[config.mk]
export PLATFORM = sky130hd
export DESIGN_NAME = tabuleiro_pecas
export DESIGN_NICKNAME = d
export VERILOG_FILES = /design/src/rtl/batalha_pkg.sv /design/src/rtl/tabuleiro_pecas_gera_celula.sv /design/src/rtl/tabuleiro_pecas.sv
export SDC_FILE = /design/constraint.sdc
export NUM_CORES = 1
export LEC_CHECK = 0
export CORE_MARGIN = 4
export CORE_UTILIZATION = 45
export DETAILED_ROUTE_END_ITERATION = 8
export PLACE_DENSITY = 0.64
export SETUP_SLACK_MARGIN = 0.05
export SYNTH_ARGS = -nofsm -noshare
export SYNTH_HDL_FRONTEND = slang
export SYNTH_HIERARCHICAL = 1
export SYNTH_SLANG_ARGS = --single-unit
[constraint.sdc]
create_clock -name clk -period 7.7 [get_ports clk]
set_input_delay 1.54 -clock clk [delete_from_list [all_inputs] [get_ports clk]]
set_output_delay 1.54 -clock clk [all_outputs]
set_load 0.05 [all_outputs]
[src/rtl/batalha_pkg.sv]
// Shared definitions for the board stage: piece encodings, shape tables,
// axis constants and the placement FSM state encoding.
package batalha_pkg;

  localparam int N_CEL = 8;

  localparam logic [2:0] TIPO_PORTA_AVIOES = 3'd0;
  localparam logic [2:0] TIPO_ENCOURACADO  = 3'd1;
  localparam logic [2:0] TIPO_HIDROAVIAO   = 3'd2;
  localparam logic [2:0] TIPO_CRUZADOR     = 3'd3;
  localparam logic [2:0] TIPO_SUBMARINO    = 3'd4;

  localparam logic DIR_HORIZONTAL = 1'b0;
  localparam logic DIR_VERTICAL   = 1'b1;
  localparam logic ORI_POSITIVA   = 1'b0;
  localparam logic ORI_NEGATIVA   = 1'b1;

  typedef enum logic [1:0] {
    ST_IDLE  = 2'd0,
    ST_CHECK = 2'd1,
    ST_WRITE = 2'd2,
    ST_DONE  = 2'd3
  } estado_t;

  // Piece length in cells; 0 marks an invalid type.
  function automatic logic [2:0] comprimento(input logic [2:0] tipo);
    case (tipo)
      TIPO_PORTA_AVIOES: comprimento = 3'd5;
      TIPO_ENCOURACADO:  comprimento = 3'd4;
      TIPO_HIDROAVIAO:   comprimento = 3'd3;
      TIPO_CRUZADOR:     comprimento = 3'd2;
      TIPO_SUBMARINO:    comprimento = 3'd1;
      default:           comprimento = 3'd0;
    endcase
  endfunction

  // Seaplane step-axis offset for cell k: (0,0), (1,1), (2,0).
  function automatic logic [3:0] hidro_a(input logic [2:0] k);
    case (k)
      3'd0:    hidro_a = 4'd0;
      3'd1:    hidro_a = 4'd1;
      3'd2:    hidro_a = 4'd2;
      default: hidro_a = 4'd0;
    endcase
  endfunction

  // Seaplane cross-axis offset for cell k.
  function automatic logic [3:0] hidro_b(input logic [2:0] k);
    hidro_b = (k == 3'd1) ? 4'd1 : 4'd0;
  endfunction

endpackage

[src/rtl/tabuleiro_pecas_gera_celula.sv]
// gera_celula: maps (tipo, k, anchor, direcao, orientacao) to one board cell.
// Arithmetic is 4-bit signed, so bit 3 set means the coordinate left 0..7.
module gera_celula
  import batalha_pkg::*;
(
  input  logic [2:0] tipo,
  input  logic [2:0] k,
  input  logic [2:0] x1,
  input  logic [2:0] y1,
  input  logic       direcao,
  input  logic       orientacao,
  output logic [2:0] x,
  output logic [2:0] y,
  output logic       fora,
  output logic       ultima
);

  logic [3:0] a, b, dx, dy, sx, sy;
  logic [2:0] len;

  // Shape offset, optional negation, axis mapping and bounds test.
  always_comb begin
    len = comprimento(tipo);
    a   = {1'b0, k};
    b   = 4'd0;
    if (tipo == TIPO_HIDROAVIAO) begin
      a = hidro_a(k);
      b = hidro_b(k);
    end
    if (orientacao == ORI_NEGATIVA) begin
      a = 4'd0 - a;
      b = 4'd0 - b;
    end
    if (direcao == DIR_HORIZONTAL) begin
      dx = a;
      dy = b;
    end else begin
      dx = b;
      dy = a;
    end
    sx     = {1'b0, x1} + dx;
    sy     = {1'b0, y1} + dy;
    x      = sx[2:0];
    y      = sy[2:0];
    fora   = sx[3] | sy[3] | (len == 3'd0);
    ultima = (k == (len - 3'd1));
  end

endmodule

[src/rtl/tabuleiro_pecas.sv]
// tabuleiro_pecas: two 8x8 board grids with a placement conflict checker.
// Build option: define TABULEIRO_TIPO_EN to store a 3-bit type per cell and
// return it on rd_tipo; without it only occupancy is kept and rd_tipo is 0.
//
// state    | meaning
// ST_IDLE  | waiting for valida
// ST_CHECK | testing cell k for out-of-bounds or overlap
// ST_WRITE | writing cell k into the requesting player's grid
// ST_DONE  | resposta pulse, conflito valid
module tabuleiro_pecas
  import batalha_pkg::*;
(
  input  logic       clk,
  input  logic       reset,
  input  logic       valida,
  input  logic       jogador,
  input  logic [2:0] tipo,
  input  logic [2:0] X1,
  input  logic [2:0] Y1,
  input  logic       direcao,
  input  logic       orientacao,
  input  logic       limpa,
  output logic       conflito,
  output logic       resposta,
  output logic       ocupado,
  input  logic       rd_jogador,
  input  logic [2:0] rd_x,
  input  logic [2:0] rd_y,
  output logic       rd_ocupado,
  output logic [2:0] rd_tipo,
  output logic [4:0] celulas_j0,
  output logic [4:0] celulas_j1
);

  estado_t    estado, prox;
  logic [2:0] k;
  logic       jog_r, dir_r, ori_r;
  logic [2:0] tipo_r, x1_r, y1_r;
  logic [2:0] cx, cy;
  logic       fora, ultima, colide;
  logic [5:0] idx;
  logic [63:0] occ [2];
  logic [4:0] celulas [2];

  gera_celula u_gera (
    .tipo       (tipo_r),
    .k          (k),
    .x1         (x1_r),
    .y1         (y1_r),
    .direcao    (dir_r),
    .orientacao (ori_r),
    .x          (cx),
    .y          (cy),
    .fora       (fora),
    .ultima     (ultima)
  );

  assign idx    = {cy, cx};
  assign colide = fora | occ[jog_r][idx];

  // State register.
  always_ff @(posedge clk or negedge reset) begin
    if (!reset) estado <= ST_IDLE;
    else        estado <= prox;
  end

  // Next-state logic; limpa overrides every state.
  always_comb begin
    prox = estado;
    case (estado)
      ST_IDLE:  if (valida) prox = ST_CHECK;
      ST_CHECK: if (colide) prox = ST_DONE;
                else if (ultima) prox = ST_WRITE;
      ST_WRITE: if (ultima) prox = ST_DONE;
      ST_DONE:  prox = ST_IDLE;
      default:  prox = ST_IDLE;
    endcase
    if (limpa) prox = ST_IDLE;
  end

  // Status outputs decoded from the state.
  always_comb begin
    ocupado  = (estado != ST_IDLE);
    resposta = (estado == ST_DONE) && !limpa;
  end

  // Request latch, cell index, conflict flag, occupancy grids and counters.
  always_ff @(posedge clk or negedge reset) begin
    if (!reset) begin
      k          <= 3'd0;
      jog_r      <= 1'b0;
      dir_r      <= 1'b0;
      ori_r      <= 1'b0;
      tipo_r     <= 3'd0;
      x1_r       <= 3'd0;
      y1_r       <= 3'd0;
      conflito   <= 1'b0;
      occ[0]     <= '0;
      occ[1]     <= '0;
      celulas[0] <= 5'd0;
      celulas[1] <= 5'd0;
    end else if (limpa) begin
      k          <= 3'd0;
      conflito   <= 1'b0;
      occ[0]     <= '0;
      occ[1]     <= '0;
      celulas[0] <= 5'd0;
      celulas[1] <= 5'd0;
    end else begin
      case (estado)
        ST_IDLE: if (valida) begin
          jog_r    <= jogador;
          tipo_r   <= tipo;
          x1_r     <= X1;
          y1_r     <= Y1;
          dir_r    <= direcao;
          ori_r    <= orientacao;
          k        <= 3'd0;
          conflito <= 1'b0;
        end
        ST_CHECK: begin
          if (colide)      conflito <= 1'b1;
          else if (ultima) k <= 3'd0;
          else             k <= k + 3'd1;
        end
        ST_WRITE: begin
          occ[jog_r][idx] <= 1'b1;
          celulas[jog_r]  <= celulas[jog_r] + 5'd1;
          k               <= k + 3'd1;
        end
        default: ;
      endcase
    end
  end

  assign celulas_j0 = celulas[0];
  assign celulas_j1 = celulas[1];

  // Registered occupancy read for the display and attack stages.
  always_ff @(posedge clk or negedge reset) begin
    if (!reset) rd_ocupado <= 1'b0;
    else        rd_ocupado <= occ[rd_jogador][{rd_y, rd_x}];
  end

`ifdef TABULEIRO_TIPO_EN
  logic [2:0] tipo_mem [2][64];

  // Per-cell type store, written alongside the occupancy bit.
  always_ff @(posedge clk or negedge reset) begin
    if (!reset) begin
      for (int i = 0; i < 64; i++) begin
        tipo_mem[0][i] <= 3'd0;
        tipo_mem[1][i] <= 3'd0;
      end
    end else if (limpa) begin
      for (int i = 0; i < 64; i++) begin
        tipo_mem[0][i] <= 3'd0;
        tipo_mem[1][i] <= 3'd0;
      end
    end else if (estado == ST_WRITE) begin
      tipo_mem[jog_r][idx] <= tipo_r;
    end
  end

  // Registered type read.
  always_ff @(posedge clk or negedge reset) begin
    if (!reset) rd_tipo <= 3'd0;
    else        rd_tipo <= tipo_mem[rd_jogador][{rd_y, rd_x}];
  end
`else
  assign rd_tipo = 3'd0;
`endif

endmodule

# Word level (Yosys, flattened, before mapping)
# Index checks and enable logic that the tools add are counted.
# word_totals
reg_bits	157
output_inout_bits	17
# classes
add_sub_neg	7
order_cmp	6
eq_ne	15
mux	48
n_bitwise	7
reduce_logical	15
# ops
operator	n
$mux 64	7
$mux 128	2
$or 128x128->128	1
$demux 64 s1	1
$mux 4	6
$mux 10	2
$mux 5	4
$pmux 3 s5	1
$lt 6x7->1 const B	2
$bmux 1 s6	2
$mux 3	4
$reduce_and 3->1	4
$bwmux 10	1
$mux 2	5
$eq 3x2->1 const B	3
$ne 3x3->1 const B	3
$pmux 3 s3	1
$add 3x4->4	2
$pmux 2 s4	1
$sub 1x4->4 const A	2
$mux 1	7
$demux 1 s6	1
$eq 3x1->1 const B	2
$ge 6x1->1 const B	1
24 further kinds	33

# Logic depth before layout (Yosys ltp)
# Gate-level depths: netlist of run 1.
# depth
ltp_word	16
depth_mapped	19
depth_no_buf	17

# Hierarchy
# Netlist of run 1, hierarchy kept.
# modules_own_cells
module	n_inst	cells_per_inst	area_each_um2
tabuleiro_pecas	1	698	8316.7
gera_celula	1	60	486.7

# Least setup slack after synthesis of run 1
# Ideal clock, no wire load.
# synth_timing
kind	register to register
startpoint	reg tipo_r[0]
endpoint	reg estado[1]
setup_time_ns	0.104
arrival_ns	4.378
setup_slack_ns	3.218
path_stages_with_launch	19
path_buffers	3
period_less_slack_ns	4.482
path_cell_list	dfrtp_1 -> or3b_1 -> o21ai_1 -> ha_1 -> nand2_1 -> o21a_1 -> mux2i_1 -> fa_1 -> xor2_1 -> buf_2 -> buf_2 -> buf_2 -> mux4_2 -> o2111ai_1 -> nand2_1 -> a2111o_1 -> nor4_4 -> or4b_1 -> o311ai_1
# synth_between
elab_chain_len	12
elab_cells_between_ends	30
# synth_lines
item	line	text
from (decl)	tabuleiro_pecas.sv:38	logic [2:0] tipo_r, x1_r, y1_r;
from (signal assigned)	tabuleiro_pecas.sv:113	tipo_r <= tipo;
$eq 3x2->1 (*)	tabuleiro_pecas_gera_celula.sv:26	if (tipo == TIPO_HIDROAVIAO) begin
$mux 4	tabuleiro_pecas_gera_celula.sv:26	
$sub 1x4->4, on equally long branches	tabuleiro_pecas_gera_celula.sv:31, tabuleiro_pecas_gera_celula.sv:32	
$mux 4	tabuleiro_pecas_gera_celula.sv:30	if (orientacao == ORI_NEGATIVA) begin
$mux 4 (*)	tabuleiro_pecas_gera_celula.sv:34	if (direcao == DIR_HORIZONTAL) begin
$add 3x4->4 (*)	tabuleiro_pecas_gera_celula.sv:41	sx = {1'b0, x1} + dx;
via cx[2]	tabuleiro_pecas.sv:39	logic [2:0] cx, cy;
$bmux 1 s6 (*)	tabuleiro_pecas.sv:59	assign colide = fora | occ[jog_r][idx];
$mux 1 (implied by the code) (*)	tabuleiro_pecas.sv:59	
$or 1x1->1 (*)	tabuleiro_pecas.sv:59	
$mux 2	tabuleiro_pecas.sv:72	ST_CHECK: if (colide) prox = ST_DONE;
$pmux 2 s4	tabuleiro_pecas.sv:70	case (estado)
$mux 2	tabuleiro_pecas.sv:78	if (limpa) prox = ST_IDLE;
to (signal assigned)	tabuleiro_pecas.sv:64	else estado <= prox;
to (decl)	tabuleiro_pecas.sv:35	estado_t estado, prox;
# Mark *: on every way through the listed nets, which the timed path passes. The rest lies on a longest branch. The select of a mux whose other input is x is not followed.
# A chain may end at the register's enable or synchronous reset.

# Worst setup path after layout of run 1
# layout_timing
startpoint	reg tipo_r[0]
endpoint	reg k[2]
# layout_between
elab_chain_len	11
elab_cells_between_ends	30
# layout_lines
item	line	text
$eq 3x2->1 (*)	tabuleiro_pecas_gera_celula.sv:26	
$mux 4	tabuleiro_pecas_gera_celula.sv:26	
$sub 1x4->4, on equally long branches	tabuleiro_pecas_gera_celula.sv:31, tabuleiro_pecas_gera_celula.sv:32	
$mux 4	tabuleiro_pecas_gera_celula.sv:30	
$mux 4 (*)	tabuleiro_pecas_gera_celula.sv:34	
$add 3x4->4 (*)	tabuleiro_pecas_gera_celula.sv:41	
via cx[1]	tabuleiro_pecas.sv:39	
$bmux 1 s6 (*)	tabuleiro_pecas.sv:59	
$mux 1 (implied by the code) (*)	tabuleiro_pecas.sv:59	
$or 1x1->1 (*)	tabuleiro_pecas.sv:59	
$ne 3x3->1 (no source line) (*)	--	
$reduce_and 3->1 (no source line) (*)	--	
to (signal assigned)	tabuleiro_pecas.sv:124	else k <= k + 3'd1;
to (signal assigned)	tabuleiro_pecas.sv:129	k <= k + 3'd1;
to (decl)	tabuleiro_pecas.sv:36	logic [2:0] k;
# Marks and branches as above.

==> reports/summary.txt, run 1 <==
Status = finished, final reports clean
Worst r2r src = tipo_r[0]
Fin worst setup slack = 2.15 ns
Overflow after GRT = 0
FF+latch count, synth = 157
Switching part of the total = 41.1%
Syn Std Cell Area = 8800 um2
H-tree levels = 4
Worst-Skew Late Latency = 0.43 ns
HPWL Detailed = 16.0 mm
Number of synthesized flops with an enable pin = 0
Ys async rst share = 100%
Final hold vios = 0
Global Route Usage Sum = 23.5%
CTS max path bufs = 2
ANT cells = 0
Slew @ Worst Pin = 1.23 ns
Clk slew on worst S/H paths = 0.07 ns
Layout cell share with drive strength beyond 1 = 18.3%
Worst Path Max Fanout = 22
Syn-to-layout area delta = 12.0%
Pwr dens = 302 nW/um2
Worst Setup Start Kind = flip-flop
Worst Hold Margin = 0.512 ns
Post-CTS Setup Bufs = 0
Wirelength per Cell = 24.2 um
Share of the synthesized area in the top cell type = 44.6%
Slew HR = 18.0%
Die area = 21900 um2
Vias per cell = 6.55
Core Util, Final = 52.0%
Clk pwr share = 28.6%
Critical path type = flip-flop to flip-flop
Starting Density = 46.4%
Min-delay worst type = flip-flop to flip-flop
Placeable Area = 19000 um2
CTS Sinks = 157
Vias = 6781
Unique cell type count in the Yosys netlist = 69
Cell Rows = 50
Ys flop type = dfrtp_1
Final min period = 5.55 ns
Fin Clk Skew = 0.00545 ns
DP Area = 9270 um2
Syn_area_per_cell = 11.6 um2
Largest net degree at the start of global routing = 96
Root buffer cell = clkbuf_16
Setup TNS = 0 ns
Register-to-register setup slack = 2.15 ns
Die height = 148 um
Area leader, netlist = dfrtp_1
GPL Wtd Cong = 0.897
# resized after CTS = 0
DR pass1 iterations = 5
Sequential power share = 31.6%
CTS tree = yes
Leakage = 4.08 nW
Synth warn = 6
Num ports = 40
Die Width = 148 um
Dpl cells = 1003
First-pass GRT wire length = 39.8 mm
Worst Path Required = 8.04 ns
DRT Wirelength = 25.1 mm
Inserted Clock Buffers = 17
Post-place setup slack = 2.24 ns
Routed Antenna Nets = 0
Max Slew Vio Count = 0
Hold buffer count at CTS = 0
CP Data Arrival Time = 5.89 ns
MaxCap Viol Count = 0
Non-Filler Instances = 1036
Peak Freq = 0.180 GHz
Initial antenna violation count = 0
Final nets = 803
Power Internal = 1.75 mW
RSZ-0062 raised after global routing = false
Worst Setup End Kind = flip-flop
Maximum vdd drop = 0.174 mV
Iter 0 DRT Violations = 747
# port buffers = 36
Vias in the first global route = 6878
NetSw = 1.22 mW
Hold Crit Start = occ[95]
DRC violations left = 0
Logic pwr share = 39.8%
Final setup violation count = 0
Mapped Cells = 758
Sequential fraction of the synthesis area = 44.6%
Design area = 9860 um2
Crit path from = tipo_r[0]
Final Power = 2.97 mW
Synth area leaders = dfrtp_1, mux4_2, o2bb2ai_1, a21oi_1, nor2_1
Final period utilization = 72.1%
-- Yosys cell counts, drive strengths merged (3+ instances only) --
library cell	instances
nand3b	4
mux2i	27
or4	3
dfrtp	157
nand2	28
o2bb2ai	54
and2	3
o21a	7
buf	26
nor3	4
o211ai	7
o31ai	4
o22ai	8
mux4	64
inv	13
a21oi	79
a21o	4
o21ai	10
mux2	17
xor2	8
nor3b	5
a31oi	5
or3b	5
xnor2	3
nand2b	3
nor2b	3
clkbuf	37
nand3	11
a22o	3
ha	15
nor2	102
-- state kept, by name (all words and copies together) (netlist names) --
register	cells
jog_r	1
estado	2
k	3
dir_r	1
celulas_j1	5
conflito	1
celulas_j0	5
y1_r	3
ori_r	1
tipo_r	3
occ	128
x1_r	3
rd_ocupado	1
-- critical path, cell delays in order (launching register included) --
cell and delay [ns]:
dfrtp_1 0.47, or3b_1 0.49, o21ai_1 0.23, ha_1 0.26, nand2_1 0.06, o21a_1 0.13, mux2i_1 0.11, fa_1 1.07
nand3b_1 0.53, o22ai_1 0.15, or4_1 0.55, a221o_1 0.45, o41ai_2 0.54, nand3_1 0.18, o211ai_1 0.22
-- cells by family (layout without fill, tap and decap cells) --
kind of cell	count (synthesis)	after routing	share of synthesized area [%]
adder cells (fa/ha/maj)	17	17	2.59
XOR/XNOR	11	11	1.09
other	1	3	0.0426
buffers and inverters	77	93	4.08
multiplexers	108	108	21.6
AND/OR/NAND/NOR	188	188	10.5
flip-flops	157	157	44.6
AO/OA/AOI/OAI	199	199	15.5
-- path summary, 6_finish.rpt --
path / endpoint / cells past startpoint
min in group asynchronous: celulas_j0[4] / 1
max in group asynchronous: occ[21] / 2
worst min-delay path: occ[95] / 1
worst max-delay path: k[2] / 14
worst min register to register: occ[95] / 1
worst max register to register: k[2] / 14
-- routing by layer --
| metal | wire, um | vias up | track usage (%) |
|---|---|---|---|
| met1 | 10500 | 3496 | 32.6 |
| met2 | 11700 | 354 | 36.5 |
| met4 | 955 | 0 | 10.3 |
| li1 | - | 2865 | - |
| met3 | 1880 | 66 | 4.38 |
| met5 | 0 | - | 0 |
-- cell usage in the layout, fill, tap and decap left out, drive strengths merged, types with 3 or more instances in the layout --
cell and instances:
inv 18, dfrtp 157, nand3 11, o2bb2ai 54, nor2b 3, and2 3, buf 14, mux2 17
a21oi 79, nand2b 3, ha 15, a22o 3, nor3 4, or4 3, mux2i 27, clkinv 7
o21a 7, nor3b 5, clkdlybuf4s50 33, a31oi 5, xnor2 3, o22ai 8, o211ai 7, nor2 102
o31ai 4, or3b 5, xor2 8, conb 3, nand2 28, nand3b 4, mux4 64, clkbuf 17
a21o 4, o21ai 10
-- cell type report --
| type | count | area (um2) |
|---|---|---|
| Clock buffer | 17 | 425 |
| Clock inverter | 15 | 164 |
| Fill cell | 1607 | 9090 |
| Inverter | 14 | 52.6 |
| Multi-Input combinational cell | 526 | 4530 |
| Sequential cell | 157 | 3930 |
| Tap cell | 260 | 325 |
| Timing Repair Buffer | 47 | 432 |
-- power groups by stage --
| stage | sequential [mW] | combinational, mW | clock [mW] |
|---|---|---|---|
| 2_1_floorplan | 0.946 | 0.863 | 0 |
| 3_3_place_gp | 0.948 | 1.13 | 0 |
| 3_5_place_dp | 0.954 | 1.16 | 0 |
| 4_1_cts | 0.939 | 1.17 | 0.857 |
| 5_1_grt | 0.946 | 1.27 | 0.899 |
| 6_report | 0.939 | 1.18 | 0.851 |
(Power assumes the default switching activity.)
==> run 2: changes to the inputs <==
==> constraint.sdc (replaced) <==
create_clock -name clk -period 5.8 [get_ports clk]
set_input_delay 1.16 -clock clk [delete_from_list [all_inputs] [get_ports clk]]
set_output_delay 1.16 -clock clk [all_outputs]
set_load 0.05 [all_outputs]
==> run 2 against run 1 <==
Effect of this change: global-route usage is 0.21 points higher; combinational power is 38% higher; via count is 0.25% higher; largest power group unchanged.
==> reports/summary.txt, run 2 (same netlist as run 1, synthesis figures left out) <==
Die Width = 148 um
RSZ-0062 raised after global routing = false
# fillers = 1610
Wirelength per Cell = 23.7 um
Layout cell share with drive strength beyond 1 = 19.8%
DR pass1 iterations = 5
Maximum vdd drop = 0.226 mV
Slew @ Worst Pin = 1.09 ns
Placeable Area = 19000 um2
Final hold vios = 0
Final setup violation count = 0
Register-to-register setup slack = 0.50 ns
DRT Wirelength = 25.0 mm
Worst-Skew Late Latency = 0.43 ns
Worst Setup Start Kind = flip-flop
# port buffers = 36
Hold path cells = 1
Dpl cells = 1020
Slew HR = 27.0%
Vias = 6798
Met3 GRT Util = 5.00%
Non-Filler Instances = 1052
Hold EP = occ[91]
Overflow after GRT = 0
Largest net degree at the start of global routing = 119
GR peak layer = met2
CP Data Arrival Time = 5.66 ns
Design area = 10000 um2
Worst r2r src = tipo_r[0]
Peak Freq = 0.189 GHz
Setup TNS = 0 ns
ANT cells = 0
Iter 0 DRT Violations = 720
Depth of the worst register-to-register path = 16
Inserted Clock Buffers = 17
Worst r2r dst = k[1]
Final nets = 819
Worst Path Required = 6.15 ns
Root buffer cell = clkbuf_16
DP Area = 9400 um2
HPWL Detailed = 16.6 mm
Vias in the first global route = 6924
Max Slew Vio Count = 0
Status = finished, final reports clean
Die height = 148 um
Global Route Usage Sum = 23.7%
CTS max path bufs = 2
Core Util, Final = 53.0%
Min-delay worst type = flip-flop to flip-flop
Final period utilization = 91.5%
GPL Wtd Cong = 0.934
M1 GR Usage = 32.6%
Worst Path Max Fanout = 18
First-pass GRT wire length = 40.2 mm
Commonest non-fill, non-tap cell in the layout = dfrtp_1
CTS tree = yes
Starting Density = 46.4%
Area of the multi-input gates = 4540 um2
Syn-to-layout area delta = 14.0%
Final min period = 5.30 ns
Worst Setup End Kind = flip-flop
DRC violations left = 0
Max reg flops = 128
Most frequent cells in the layout = dfrtp_1, nor2_1, a21oi_1
GR Util met2 = 37.6%
Fin Clk Skew = 0.00738 ns
Die area = 21900 um2
Top reg by flops = occ
Clk slew on worst S/H paths = 0.07 ns
Routed Antenna Nets = 0
Cell Rows = 50
Hold Crit Start = occ[91]
MaxCap Viol Count = 0
Pwr dens = 411 nW/um2
Vias per cell = 6.46
H-tree levels = 4
Critical path type = flip-flop to flip-flop
Num ports = 40
Seq. cell area = 3930 um2
CTS Sinks = 157
Leakage = 4.18 nW
Initial antenna violation count = 0
-- run 2: cell types whose count changed in the layout (fill, tap and decap cells not counted), sizes merged --
cell	delta
buf	+16
inv	-3
bufinv	+2
clkbuf	+2
clkinv	-1
-- run 2: how the worst max path moves through the flow --
stage	startpoint	end	slack, ns	cells after the start
detailed placement	tipo_r[0]	k[1]	0.38	16
CTS	tipo_r[0]	k[1]	0.31	16
global route	tipo_r[0]	k[1]	0.23	16
finish	tipo_r[0]	k[1]	0.50	16
global placement	tipo_r[0]	k[1]	0.51	16
floorplan	tipo_r[0]	estado[1]	1.32	18
-- run 2: where the power goes --
part	leakage [nW]	switching (mW)	internal, mW
sequential	2.16	0.129	1.16
combinational	1.71	1.04	0.585
clock	0.304	0.476	0.734
-- run 2: final cells by class --
class                      count  share of cell area [%]
multi-input combinational    526                    45.3
timing repair buffer          63                    5.52
sequential                   157                    39.1
tap                          260                    3.24
inverter                      14                   0.523
clock inverter                13                    1.88
clock buffer                  19                    4.41
-- run 2: metal layers --
metal | vias to the layer above | part of all wire, %
li1 | 2909 | -
met1 | 3476 | 42
met2 | 361 | 47
met3 | 52 | 8.0
met4 | 0 | 2.8
met5 | - | 0
-- run 2: timing repair --
action                                  in CTS  in global routing
hold buffers                                 0                  0
gates resized for setup                      0                  1
endpoints found under the setup margin       0                  2
setup buffers                                0                  0
-- run 2: per-stage QoR --
| step | total power, mW | setup slack (ns) | hold WS (ns) |
|---|---|---|---|
| 2_1_floorplan | 2.40 | 1.32 | 0.467 |
| 3_3_place_gp | 2.86 | 0.513 | 0.484 |
| 3_5_place_dp | 2.89 | 0.377 | 0.491 |
| 4_1_cts | 4.11 | 0.312 | 0.510 |
| 5_1_grt | 4.29 | 0.230 | 0.529 |
| 6_report | 4.12 | 0.495 | 0.516 |
-- run 2: worst max-delay path, stage by stage, from the launching register on --
cell and delay [ns]:
dfrtp_1 0.46, or3b_1 0.48, o21ai_0 0.22, ha_1 0.26, nand2_1 0.07, o21a_1 0.13, mux2i_1 0.12, fa_1 0.51
xor2_4 0.53, buf_4 0.31, mux4_2 0.32, o211ai_1 0.24, a41oi_1 0.21, a221o_1 0.39, o41ai_2 0.54, a21o_1 0.23
mux2i_1 0.19
